$ cat src/rtl/seg_mmu_pkg.sv
// Shared constants for the segmented MMU: mode encodings and default parameter values.
package seg_mmu_pkg;

    localparam int DEF_ADDR_W = 26;
    localparam int DEF_SEG_W  = 32;
    localparam int DEF_NSEG   = 16;

    typedef enum logic {
        KERNEL_MODE = 1'b0,
        USER_MODE   = 1'b1
    } mode_e;

endpackage

$ cat src/rtl/seg_table.sv
// Base/bound segment table: NSEG entries, one write port, one asynchronous read port.
// Bound storage exists only when SEG_MMU_BOUND_CHECK_EN is defined.
module seg_table
    import seg_mmu_pkg::*;
#(
    parameter int SEG_W = DEF_SEG_W,
    parameter int NSEG  = DEF_NSEG,
    parameter int SEL_W = (NSEG > 1) ? $clog2(NSEG) : 1
) (
    input  logic             clk,
    input  logic             reset,
    input  logic             we,
    input  logic [SEL_W-1:0] wsel,
    input  logic [SEG_W-1:0] wbase,
    input  logic [SEG_W-1:0] wbound,
    input  logic [SEL_W-1:0] rsel,
    output logic [SEG_W-1:0] rbase,
    output logic [SEG_W-1:0] rbound
);

    logic [SEG_W-1:0] base_q [NSEG];
    logic             wr_ok;

    // Out-of-range indices are dropped rather than aliased onto a valid entry.
    assign wr_ok = we && (32'(wsel) < NSEG);

    always_ff @(posedge clk or posedge reset) begin
        if (reset) begin
            for (int unsigned i = 0; i < NSEG; i++) base_q[i] <= '0;
        end else if (wr_ok) begin
            base_q[wsel] <= wbase;
        end
    end

    assign rbase = base_q[rsel];

`ifdef SEG_MMU_BOUND_CHECK_EN
    logic [SEG_W-1:0] bound_q [NSEG];

    always_ff @(posedge clk or posedge reset) begin
        if (reset) begin
            for (int unsigned i = 0; i < NSEG; i++) bound_q[i] <= '0;
        end else if (wr_ok) begin
            bound_q[wsel] <= wbound;
        end
    end

    assign rbound = bound_q[rsel];
`else
    logic unused_wbound;
    assign unused_wbound = ^wbound;
    assign rbound        = '0;
`endif

endmodule

$ cat src/rtl/seg_mmu.sv
// Segmented MMU: base-relative translation in user mode, pass-through in kernel mode.
// Bound/overflow fault checking is built only with SEG_MMU_BOUND_CHECK_EN defined.
module seg_mmu
    import seg_mmu_pkg::*;
#(
    parameter int ADDR_W = DEF_ADDR_W,
    parameter int SEG_W  = DEF_SEG_W,
    parameter int NSEG   = DEF_NSEG,
    parameter int SEL_W  = (NSEG > 1) ? $clog2(NSEG) : 1
) (
    input  logic              clk,
    input  logic              reset,
    input  logic              we,
    input  logic [SEL_W-1:0]  wsel,
    input  logic [SEG_W-1:0]  base_in,
    input  logic [SEG_W-1:0]  bound_in,
    input  logic              sel_we,
    input  logic              userMode,
    input  logic              kernelMode,
    input  logic              req_valid,
    input  logic [ADDR_W-1:0] addr_in,
    output logic              resp_valid,
    output logic [ADDR_W-1:0] addr_out,
    output logic              fault,
    output logic [ADDR_W-1:0] fault_addr,
    input  logic              fault_clr,
    output logic              exec_mode
);

    localparam int CMP_W = (ADDR_W > SEG_W) ? ADDR_W : SEG_W;

    mode_e             mode_q, mode_d;
    logic [SEL_W-1:0]  sel_q, sel_d;
    logic              resp_valid_q, resp_valid_d;
    logic [ADDR_W-1:0] addr_out_q, addr_out_d;
    logic [SEG_W-1:0]  base_rd, bound_rd;
    logic [ADDR_W:0]   sum;
    logic              req_fault;
    logic              unused_ok;

    seg_table #(
        .SEG_W (SEG_W),
        .NSEG  (NSEG),
        .SEL_W (SEL_W)
    ) u_table (
        .clk    (clk),
        .reset  (reset),
        .we     (we),
        .wsel   (wsel),
        .wbase  (base_in),
        .wbound (bound_in),
        .rsel   (sel_q),
        .rbase  (base_rd),
        .rbound (bound_rd)
    );

    // Reads see the table, selector and mode as they were before this edge.
    assign sum       = {1'b0, addr_in} + {1'b0, ADDR_W'(base_rd)};
    assign unused_ok = ^{base_rd, bound_rd, sum};

`ifdef SEG_MMU_BOUND_CHECK_EN
    logic              fault_q, fault_d;
    logic [ADDR_W-1:0] fault_addr_q, fault_addr_d;

    assign req_fault = req_valid && (mode_q == USER_MODE) &&
                       (sum[ADDR_W] || (CMP_W'(addr_in) >= CMP_W'(bound_rd)));
`else
    assign req_fault = 1'b0;
`endif

    always_comb begin
        mode_d       = mode_q;
        sel_d        = sel_q;
        resp_valid_d = req_valid;
        addr_out_d   = addr_out_q;

        if (kernelMode) begin
            mode_d = KERNEL_MODE;
        end else if (userMode) begin
            mode_d = USER_MODE;
        end

        if (sel_we && (32'(wsel) < NSEG)) begin
            sel_d = wsel;
        end

        if (req_valid) begin
            if (mode_q == KERNEL_MODE) begin
                addr_out_d = addr_in;
            end else if (req_fault) begin
                addr_out_d = '0;
            end else begin
                addr_out_d = sum[ADDR_W-1:0];
            end
        end

`ifdef SEG_MMU_BOUND_CHECK_EN
        fault_d      = fault_q;
        fault_addr_d = fault_addr_q;
        // A new fault beats a same-cycle clear; the clear still lets the new address replace the old one.
        if (req_fault) begin
            mode_d  = KERNEL_MODE;
            fault_d = 1'b1;
            if (!fault_q || fault_clr) begin
                fault_addr_d = addr_in;
            end
        end else if (fault_clr) begin
            fault_d      = 1'b0;
            fault_addr_d = '0;
        end
`endif
    end

    always_ff @(posedge clk or posedge reset) begin
        if (reset) begin
            mode_q       <= KERNEL_MODE;
            sel_q        <= '0;
            resp_valid_q <= 1'b0;
            addr_out_q   <= '0;
`ifdef SEG_MMU_BOUND_CHECK_EN
            fault_q      <= 1'b0;
            fault_addr_q <= '0;
`endif
        end else begin
            mode_q       <= mode_d;
            sel_q        <= sel_d;
            resp_valid_q <= resp_valid_d;
            addr_out_q   <= addr_out_d;
`ifdef SEG_MMU_BOUND_CHECK_EN
            fault_q      <= fault_d;
            fault_addr_q <= fault_addr_d;
`endif
        end
    end

    assign exec_mode  = mode_q;
    assign resp_valid = resp_valid_q;
    assign addr_out   = addr_out_q;
`ifdef SEG_MMU_BOUND_CHECK_EN
    assign fault      = fault_q;
    assign fault_addr = fault_addr_q;
`else
    assign fault      = 1'b0;
    assign fault_addr = '0;
`endif

endmodule

$ cat config.mk
export PLATFORM = sky130hd
export DESIGN_NAME = seg_mmu
export DESIGN_NICKNAME = d
export VERILOG_FILES = /design/src/rtl/seg_mmu_pkg.sv /design/src/rtl/seg_table.sv /design/src/rtl/seg_mmu.sv
export SDC_FILE = /design/constraint.sdc
export NUM_CORES = 1
export LEC_CHECK = 0
export BUFFER_PORTS_ARGS = -buffer_cell sky130_fd_sc_hd__buf_2
export CORE_MARGIN = 4
export CORE_UTILIZATION = 39
export CTS_CLUSTER_DIAMETER = 30
export DETAILED_ROUTE_END_ITERATION = 12
export GPL_ROUTABILITY_DRIVEN = 0
export PLACE_DENSITY = 0.59
export SLEW_MARGIN = 15
export SYNTH_ARGS = -nofsm -noshare
export SYNTH_HDL_FRONTEND = slang
export SYNTH_HIERARCHICAL = 1
export SYNTH_SLANG_ARGS = --single-unit
$ cat constraint.sdc
create_clock -name clk -period 15 [get_ports clk]
set_clock_uncertainty 0.2 [all_clocks]
set_input_delay 1.5 -clock clk [delete_from_list [all_inputs] [get_ports clk]]
set_output_delay 1.5 -clock clk [all_outputs]
set_load 0.005 [all_outputs]
# Word level (Yosys, flattened, before mapping)
# Index checks and enable logic that the tools add are counted.
# classes
mux	9
bitwise	2
magnitude_cmp	3
addsub	1
reduce_logical	2
# op_table
cell	n
512-bit bitwise mux	1
32-bit binary-select mux with 4-bit select	1
32-bit demux with 4-bit select	1
26-bit two-way mux	3
32-bit two-way mux	1
26-bit adder	1
5-bit greater-or-equal comparator (second input constant)	2
4-bit NOT with 5-bit output	2
5-bit by 1-bit less-than comparator with 1-bit output (second input constant)	1
1-bit two-way mux	2
2-bit nonzero test	1
1-bit logical AND	1
# word_totals
out_inout_bits	55
reg_bits	544
input_bits	102
word_cells	37

# Depth between registers and ports, before layout
# Gate-level depths: netlist of the first run.
# depth
ltp_word	6
ltp_mapped	15
depth_no_buf	13

# By module
# Netlist of the first run, hierarchy kept.
# by_module_without_submodules
mod	area_each_um2	seq_area_each_um2	instances	cells_per_inst
seg_table	23189.7	12812.3	1	1443
seg_mmu	2920.3	800.8	1	345

# Worst setup path after synthesis of the first run
# No wires, ideal clock.
# synth_timing
path_type	flip-flop to flip-flop
startpoint	register sel_q[0]
endpoint	register addr_out_q[24], in the netlist addr_out[24]
setup_time_ns	0.077
synth_period_minus_slack_ns	4.160
path_slack_ns	10.840
path_stages_with_launch	16
required_ns	14.723
n_path_buf	2
arrival_time_ns	3.882
path_cell_list	dfrtp_1 -> buf_2 -> buf_2 -> mux4_2 -> a22oi_1 -> nand2_1 -> ha_1 -> fa_1 -> a211oi_1 -> nor2_1 -> a311o_1 -> o31a_1 -> a211oi_1 -> xnor2_1 -> mux2i_1 -> a21oi_1
# synth_between
elab_chain_len	6
# synth_lines
item	line	rtl
start, declared	seg_mmu.sv:33	logic [SEL_W-1:0] sel_q, sel_d;
start signal, assigned	seg_mmu.sv:126	sel_q <= sel_d;
4-bit NOT with 5-bit output (not written as such)	seg_table.sv:35	assign rbase = base_q[rsel];
32-bit binary-select mux with 4-bit select	seg_table.sv:35	
26-bit two-way mux (not written as such) (2 in series)	seg_table.sv:35	
named net base_rd[0]	seg_mmu.sv:36	logic [SEG_W-1:0] base_rd, bound_rd;
26-bit adder	seg_mmu.sv:58	assign sum = {1'b0, addr_in} + {1'b0, ADDR_W'(base_rd)};
26-bit two-way mux	seg_mmu.sv:88	if (mode_q == KERNEL_MODE) begin
end signal, assigned	seg_mmu.sv:128	addr_out_q <= addr_out_d;
end, declared	seg_mmu.sv:35	logic [ADDR_W-1:0] addr_out_q, addr_out_d;
# The timed path passes the listed nets, and every way through them passes these cells. The select of a mux whose other input is x is not followed.
# A chain may end at the register's enable or synchronous reset.

# Final worst setup path of the first run
# layout_timing
startpoint	register sel_q[0]
endpoint	register addr_out_q[22], in the netlist addr_out[22]
# The elaborated chain is that of the path after synthesis.

==> out/results.ini, run 1 <==
[global_route]
grt_pass1_wl_um=84260
antenna_found_initial=5
grt_max_degree=112
grt_util_all_layers_pct=18.29
grt-ovfl-total=0
grt_pass1_vias=14040

[worst_setup_path]
r2r_start=sel_q[0]
crit_fanout=72
slowest_stage=dfrtp_4
cp.required_ns=15.29
rr_worst_depth=14
slowest_delay_ns=0.91
cp.depth=14
cp_num_buf_inv=1
critPathLaunchType=flip-flop
cp_top_family=compound AO/OA/AOI/OAI gates
crit_arrival_ns=5.75
criticalPathCategory=reg -> reg
cp_cell_sequence=buf_12 -> mux4_2 -> a22oi_1 -> nand2_1 -> ha_1 -> fa_1 -> a211oi_1 -> o211ai_1 -> nand3_1 -> a21oi_1 -> a221o_1 -> a221oi_1 -> xor2_1 -> o21ai_0
r2r_setup_slack_ns=9.54
critPathLaunch=sel_q[0]
crit_path_end_kind=flip-flop

[floorplanning]
row_count=86
die_w_um=243.8
pin_count=157
die_area_um2=59460
die_h_um=243.8
fp.coreArea_um2=55090
initial_core_util_pct=39.37

[synthesis]
synth_cells=1515
synthesis.area_um2=21690
synth.avg_cell_area_um2=14.32
yosys_warnings=6

[power]
p_int_w=0.003545
switching_share_pct=25.61
p_seq_share_pct=34.3
clock_power_share_pct=47.5
p_sw_w=0.001220
power.total_w=0.004765
vdd_drop_max_uv=104.8
leakage_nw=11.44
combPwrFrac_pct=18.2
power_density_nw_per_um2=181.8

[clock_tree]
postCtsSetupBuffers=0
cts_tree=built
clock-sinks=448
cts_hold_buffers=0
path_clk_slew_ns=0.04
cts_root_buffer=clkbuf_16
cts_resized=0
worst_skew_pair.late_latency_ns=0.62
htree_levels=3
clk_path_buf_depth=3
cts_buffers=102

[layout]
n_antenna_cell=0
syn_to_final_growth_pct=20.86
final_core_util_pct=47.59
drive_above_1_share_pct=49.32
final_nets=1724

[sta]
fmax_mhz=183.0
slew_headroom_pct=26.17
tightest_slew_ns=1.107
fin_tns_setup_ns=0
setup_viol=0
min_period_over_period_pct=36.43
rsz0062_at_grt=no
min_period_ns=5.465
hold_ws_ns=0.2792
slew_viol_final=0
hold_viol_final=0

[run]
drv_cap=0

[detailed_routing]
drt-wirelength-per-cell_um=22.14
drtIter0Drc=750
viasPerCell=5.422
drc=0
vias=13170
wl_um=53780
first_pass_iters=5
ant_nets=0

[status]
status=finished clean

[worst_hold_path]
hold_depth=1
worst_hold_startpoint=u_table/base_q[183]
hold_class=reg -> reg

[placement]
io_buffers=90
place_hpwl_um=32500

path summary, 6_finish.rpt:
kind	to
worst max register to register	addr_out[22]
worst max-delay path	addr_out[22]
worst min register to register	u_table/base_q[183]
max in group asynchronous	u_table/base_q[249]
worst min-delay path	u_table/base_q[183]
min in group asynchronous	sel_q[1]
power by group through the flow:
stage | combinational, W | sequential [W] | clock, W
finish | 0.000866 | 0.00163 | 0.00227
global route | 0.000950 | 0.00167 | 0.00236
CTS | 0.000870 | 0.00163 | 0.00230
detailed placement | 0.000866 | 0.00165 | 0
global placement | 0.000846 | 0.00163 | 0
floorplan | 0.000695 | 0.00160 | 0
per-layer routing:
metal	up-vias	global-route usage (%)	routed length, um
li1	5782	-	-
met1	6954	25.64	24760
met2	336	28.46	24900
met3	91	4.446	3002
met4	6	5.316	1085
met5	-	0	29
cell usage in the layout, fill, tap and decap left out, types with 15 or more instances in the layout:
master and count:
o21ai_0 18, buf_4 23, dfrtp_1 446, ha_1 25
mux2_1 16, clkbuf_1 15, mux4_2 104, buf_2 90
clkbuf_16 105, bufinv_16 15, mux2_4 26, mux2_2 379
clkinvlp_4 17, nand2_1 46, clkinv_2 20, conb_1 27
a21oi_1 43, nor2_1 44, a22oi_1 59
state kept, by name, indices dropped and copies added, names as in the netlist:
signal          cells
resp_valid          1
addr_out           26
exec_mode           1
sel_q               4
u_table/base_q    416
layout make-up:
class                      count  area [um^2]
multi-input combinational    921         9793
sequential                   448        11220
tap                          748        935.9
clock inverter                60        763.2
inverter                       7        33.78
timing repair buffer         116        665.6
fill                        4846        28880
clock buffer                 129         2808
metrics by stage:
stage               setup slack (ns)  instance area (um^2)  std cells
floorplan                      1.722                 21790       1541
CTS                            9.422                 26210       2429
global placement               9.409                 22640       2240
finish                         9.535                 26220       2429
detailed placement             9.425                 22640       2240
global route                   9.164                 26220       2429
(Power assumes the default switching activity.)
==> run 2, diff against run 1 <==
--- a/config.mk
+++ b/config.mk
@@ -11,7 +11,7 @@
 export CTS_CLUSTER_DIAMETER = 30
 export DETAILED_ROUTE_END_ITERATION = 12
 export GPL_ROUTABILITY_DRIVEN = 0
-export PLACE_DENSITY = 0.59
+export PLACE_DENSITY = 0.57
 export SLEW_MARGIN = 15
 export SYNTH_ARGS = -nofsm -noshare
 export SYNTH_HDL_FRONTEND = slang
==> constraint.sdc (replaced) <==
create_clock -name clk -period 5.6 [get_ports clk]
set_clock_uncertainty 0.2 [all_clocks]
set_input_delay 0.56 -clock clk [delete_from_list [all_inputs] [get_ports clk]]
set_output_delay 0.56 -clock clk [all_outputs]
set_load 0.005 [all_outputs]
==> out/results.ini, run 2 (synthesized netlist as in run 1, its figures left out) <==
[sta]
min_period_ns=4.665  ; -0.7996 ns
rsz0062_at_grt=no
finalWorstSetupSlack_ns=0.9351  ; -8.600 ns
fmax_mhz=214.4  ; +17%
fin_tns_setup_ns=0  ; unchanged
hold_viol_final=0  ; unchanged
tightest_slew_ns=1.130  ; +0.02207 ns
setup_viol=0  ; unchanged
slew_headroom_pct=24.70  ; -1.5 points
min_period_over_period_pct=83.30  ; +47 points
slew_viol_final=0  ; unchanged

[power]
combPwrFrac_pct=18.2  ; about the same
vdd_drop_max_uv=240.6  ; +130%
switching_share_pct=25.15  ; -0.47 points
power.total_w=0.01290  ; +170%
p_sw_w=0.003244  ; +170%
leakage_nw=11.56  ; +1.0%
p_seq_share_pct=33.8  ; -0.5 points
p_int_w=0.009656  ; +170%
power_density_nw_per_um2=487.8  ; +170%
clock_power_share_pct=48.0  ; +0.5 points

[clock_tree]
worst_skew_pair.late_latency_ns=0.62  ; about the same
clock-sinks=448  ; unchanged
htree_levels=3  ; unchanged
cts_buffers=104  ; +2.0%
path_clk_slew_ns=0.04  ; about the same
cts_resized=0  ; unchanged
cts_tree=built
clk_path_buf_depth=3  ; unchanged
cts_root_buffer=clkbuf_16

[floorplanning]
row_count=86  ; unchanged
fp.coreArea_um2=55090  ; unchanged
initial_core_util_pct=39.37  ; unchanged
pin_count=157  ; unchanged
die_w_um=243.8  ; unchanged
die_h_um=243.8  ; unchanged
die_area_um2=59460  ; unchanged

[worst_setup_path]
crit_arrival_ns=4.92  ; -0.83 ns
r2r_start=sel_q[0]
r2r_setup_slack_ns=0.94  ; -8.60 ns
critPathLaunchType=flip-flop
critPathLaunch=sel_q[0]
rr_worst_depth=13  ; -1
crit_fanout=37  ; -49%
cp.required_ns=5.85  ; -9.44 ns
cp-endpoint=addr_out[25]
crit_path_end_kind=flip-flop
r2r_end=addr_out[25]
criticalPathCategory=reg -> reg

[run]
drv_cap=0  ; unchanged

[detailed_routing]
drc=0  ; unchanged
wl_um=55040  ; +2.3%
drtIter0Drc=717  ; -4.4%
first_pass_iters=5  ; unchanged
wl_met1_um=24330  ; -1.7%
top_layer=met5
drt-wirelength-per-cell_um=22.52  ; +1.7%
route.met2.wl_um=26410  ; +6.0%
ant_nets=0  ; unchanged
viasPerCell=5.371  ; -0.93%
wl_met3_um=2915  ; -2.9%
vias=13130  ; -0.32%

[global_route]
grt-ovfl-total=0  ; unchanged
grt_util_all_layers_pct=18.53  ; +0.24 points
grt_pass1_vias=13930  ; -0.77%
grt_pass1_wl_um=84880  ; +0.73%
antenna_found_initial=4  ; -1
grt_max_degree=189  ; +69%

[layout]
regArea_um2=11220  ; unchanged
final_nets=1734  ; +0.58%
stdcell_count=2444  ; +0.62%
drive_above_1_share_pct=48.88  ; -0.44 points
largest_reg_flops=416  ; unchanged
fill_cells=4794  ; -1.1%
layout_commonest_cell=dfrtp_1
syn_to_final_growth_pct=21.91
final_cell_mix=446 x dfrtp_1, 379 x mux2_2, 106 x clkbuf_16
top_register=u_table/base_q
multiInputGateArea_um2=9798  ; about the same

[status]
status=finished clean

[placement]
place_hpwl_um=32140  ; -1.1%
io_buffers=90  ; unchanged
dp.cells=2240  ; unchanged
pre_cts_slack_ns=0.9537  ; -8.472 ns

[worst_hold_path]
hold_class=in -> reg

run 2: cell types whose count changed in the layout (fill, tap and decap cells not counted), sizes merged:
| cell | previous run | this run |
|---|---|---|
| dlygate4sd3 | 0 | 8 |
| diode | 0 | 2 |
| bufinv | 15 | 14 |
| clkinv | 28 | 20 |
| clkinvlp | 17 | 11 |
| clkbuf | 129 | 149 |
run 2: repair_timing:
item	in CTS	in global routing
endpoints found under the hold margin	55	0
setup buffers	0	0
setup endpoints to repair	0	0
hold buffers	8	0
run 2: power groups by stage:
| stage | registers, W | clock network (W) | logic (W) |
|---|---|---|---|
| 4_1_cts | 0.00436 | 0.00630 | 0.00237 |
| 5_1_grt | 0.00445 | 0.00649 | 0.00257 |
| 6_report | 0.00436 | 0.00619 | 0.00235 |
| 3_3_place_gp | 0.00436 | 0 | 0.00230 |
| 3_5_place_dp | 0.00440 | 0 | 0.00235 |
| 2_1_floorplan | 0.00428 | 0 | 0.00186 |
run 2: worst min-delay path by stage:
stage                        startpoint                   to  slack, ns  cells past startpoint
finish                       addr_in[5]          addr_out[5]       0.04                      3
global placement    u_table/base_q[208]  u_table/base_q[208]       0.26                      1
CTS                         addr_in[25]         addr_out[25]      0.005                      3
detailed placement          addr_out[2]          addr_out[2]       0.27                      1
floorplan           u_table/base_q[183]  u_table/base_q[183]       0.25                      1
global route                 addr_in[5]          addr_out[5]       0.05                      3
run 2: metal layers:
| layer | global-route usage, % | vias to the layer above |
|---|---|---|
| li1 | - | 5792 |
| met1 | 24.67 | 6933 |
| met2 | 30.40 | 306 |
| met3 | 4.116 | 94 |
| met4 | 5.890 | 2 |
| met5 | 0 | - |
run 2: worst max-delay path, cell delays in order (launching register included):
cell and delay [ns]:
dfrtp_4 0.65, buf_12 0.35, buf_4 0.30, mux4_2 0.51, a22oi_1 0.32, nand2_1 0.23
ha_1 0.49, and2_2 0.23, nand3_1 0.15, o211ai_1 0.25, a21oi_1 0.10, o311ai_1 0.41
xnor2_1 0.17, a21oi_1 0.08
run 2: layout make-up:
cell class,instances,share of cell area (%)
diodes,2,0.01893
clock inverters,45,2.356
clock buffers,149,11.47
flip-flops and latches,448,42.42
inverters,7,0.1136
repair buffers,124,3.028
well taps,748,3.539
multi-input cells,921,37.05
run 2: stage by stage:
stage / cell area (um^2) / hold WS, ns / util (%)
floorplan: 21790 / 0.2524 / -
global route: 26440 / 0.05440 / 48.00
detailed placement: 22700 / 0.2688 / 41.21
CTS: 26440 / 0.005129 / 47.99
global placement: 22700 / 0.2621 / 41.21
finish: 26450 / 0.04433 / 48.00
==> run 3, diff against run 2 <==
==> constraint.sdc (replaced) <==
create_clock -name clk -period 4.8 [get_ports clk]
set_clock_uncertainty 0.2 [all_clocks]
set_input_delay 0.48 -clock clk [delete_from_list [all_inputs] [get_ports clk]]
set_output_delay 0.48 -clock clk [all_outputs]
set_load 0.005 [all_outputs]
==> out/results.ini, run 3 (synthesized netlist as in run 1, its figures left out) <==
[sta]
min_period_ns=4.535  ; -0.1298 ns
tightest_slew_ns=1.165  ; +0.03586 ns
finalWorstSetupSlack_ns=0.2649  ; -0.6702 ns
min_period_over_period_pct=94.48  ; +11 points
rsz0062_at_grt=no
fin_tns_setup_ns=0  ; unchanged
fmax_mhz=220.5  ; +2.9%
slew_viol_final=0  ; unchanged
hold_viol_final=0  ; unchanged
slew_headroom_pct=22.31  ; -2.4 points
setup_viol=0  ; unchanged

[power]
combPwrFrac_pct=18.4  ; +0.2 points
leakage_nw=11.83  ; +2.3%
p_sw_w=0.003891  ; +20%
p_int_w=0.01142  ; +18%
power_density_nw_per_um2=567.4  ; +16%
vdd_drop_max_uv=339.1  ; +41%
clock_power_share_pct=48.4  ; +0.4 points
p_seq_share_pct=33.2  ; -0.6 points
switching_share_pct=25.41  ; +0.26 points

[worst_setup_path]
cp.required_ns=5.07  ; -0.78 ns
r2r_start=sel_q[0]
crit_fanout=15  ; -59%
critPathLaunchType=flip-flop
crit_arrival_ns=4.80  ; -0.12 ns
criticalPathCategory=reg -> reg
crit_path_end_kind=flip-flop
critPathLaunch=sel_q[0]

[placement]
place_hpwl_um=34480  ; +7.3%
io_buffers=90  ; unchanged
pre_cts_slack_ns=0.2957  ; -0.6580 ns

[floorplanning]
fp.coreArea_um2=55090  ; unchanged
die_area_um2=59460  ; unchanged
initial_core_util_pct=39.37  ; unchanged
pin_count=157  ; unchanged
row_count=86  ; unchanged
die_w_um=243.8  ; unchanged
die_h_um=243.8  ; unchanged

[global_route]
grt-ovfl-total=0  ; unchanged
antenna_found_initial=4  ; unchanged
grt_max_degree=98  ; -48%
grt_pass1_wl_um=86010  ; +1.3%
grt_util_all_layers_pct=18.70  ; +0.17 points
grt_pass1_vias=14370  ; +3.2%

[layout]
largest_reg_flops=416  ; unchanged
final_cell_mix=446 x dfrtp_1, 379 x mux2_2, 109 x clkbuf_16
syn_to_final_growth_pct=24.41
fill_cells=4756  ; -0.79%
final_nets=1776  ; +2.4%
drive_above_1_share_pct=49.37  ; +0.49 points
layout_commonest_cell=dfrtp_1
top_register=u_table/base_q

[clock_tree]
cts_tree=built
clk_path_buf_depth=3  ; unchanged
cts_buffers=107  ; +2.9%
postCtsSetupBuffers=0  ; unchanged
cts_root_buffer=clkbuf_16
worst_skew_pair.late_latency_ns=0.64  ; +0.02 ns
path_clk_slew_ns=0.05  ; about the same
htree_levels=3  ; unchanged
clock-sinks=448  ; unchanged
cts_resized=0  ; unchanged
cts_hold_buffers=26  ; +18

[detailed_routing]
ant_nets=0  ; unchanged
drt-wirelength-per-cell_um=22.21  ; -1.4%
vias=13320  ; +1.4%
wl_um=55200  ; +0.30%
drc=0  ; unchanged
viasPerCell=5.356  ; -0.27%
drtIter0Drc=736  ; +2.6%
first_pass_iters=4  ; -1

[status]
status=finished clean

[run]
drv_cap=0  ; unchanged

[worst_hold_path]
hold_class=in -> reg
worst_hold_startpoint=addr_in[4]

-- run 3: changes by cell type in the layout (fill, tap and decap cells not counted) --
cell / change
buf_12: +5
buf_4: +16
clkbuf_1: -5
clkbuf_16: +3
clkbuf_8: -1
clkinv_16: +2
clkinv_2: +2
clkinv_4: +2
dlygate4sd3_1: +18
inv_16: +1
inv_6: -1
-- run 3: power groups by stage --
stage | clock network [W] | registers, W | logic, W
5_1_grt | 0.00778 | 0.00519 | 0.00308
2_1_floorplan | 0 | 0.00500 | 0.00217
3_3_place_gp | 0 | 0.00508 | 0.00274
4_1_cts | 0.00754 | 0.00509 | 0.00284
3_5_place_dp | 0 | 0.00513 | 0.00280
6_report | 0.00741 | 0.00508 | 0.00282
-- run 3: per-layer routing --
metal	GRT usage, %	vias to the layer above	share of wire, %
met2	30.22	372	48
met3	4.578	79	5.9
li1	-	5874	-
met4	4.962	2	1.7
met1	25.45	6989	45
met5	0	-	0.031
-- run 3: final cells by class --
class,count,area (um^2),area share [%]
antenna,2,5.005,0.01855
clock buffer,146,3077,11.40
clock inverter,51,721.9,2.675
inverter,7,30.03,0.1113
multi-input combinational,921,9798,36.31
sequential,448,11220,41.57
tap,748,935.9,3.468
timing repair buffer,163,1201,4.451
-- run 3: final timing paths --
check	slack [ns]	to	depth (start not counted)
worst min-delay path	0.03	addr_out[4]	3
worst max-delay path	0.26	addr_out[24]	15
min in group asynchronous	0.33	addr_out[4]	4
max in group asynchronous	2.90	u_table/base_q[16]	4
worst max register to register	0.26	addr_out[24]	15
worst min register to register	0.27	addr_out[2]	1
-- run 3: critical path: stages, from the launching register on --
cell and delay [ns]:
dfrtp_4 0.53, buf_12 0.22, buf_4 0.22, buf_4 0.19
mux4_2 0.51, a22oi_1 0.21, nand2_1 0.26, ha_1 0.41
o21ai_0 0.13, nor2_1 0.12, a311o_1 0.38, o31a_1 0.34
a211oi_1 0.28, xnor2_1 0.11, mux2i_1 0.16, a21oi_1 0.08
-- run 3: per-stage QoR --
step	area [um^2]	std cells	hold WS (ns)	util (%)	total power [W]
after floorplan	21790	1541	0.2524	-	0.007170
after global placement	22920	2261	0.2608	41.61	0.007822
after detailed placement	22920	2261	0.2609	41.61	0.007937
after CTS	26980	2484	0.0001148	48.98	0.01546
after global routing	26980	2484	0.03037	48.98	0.01605
final	26990	2486	0.02705	48.98	0.01531
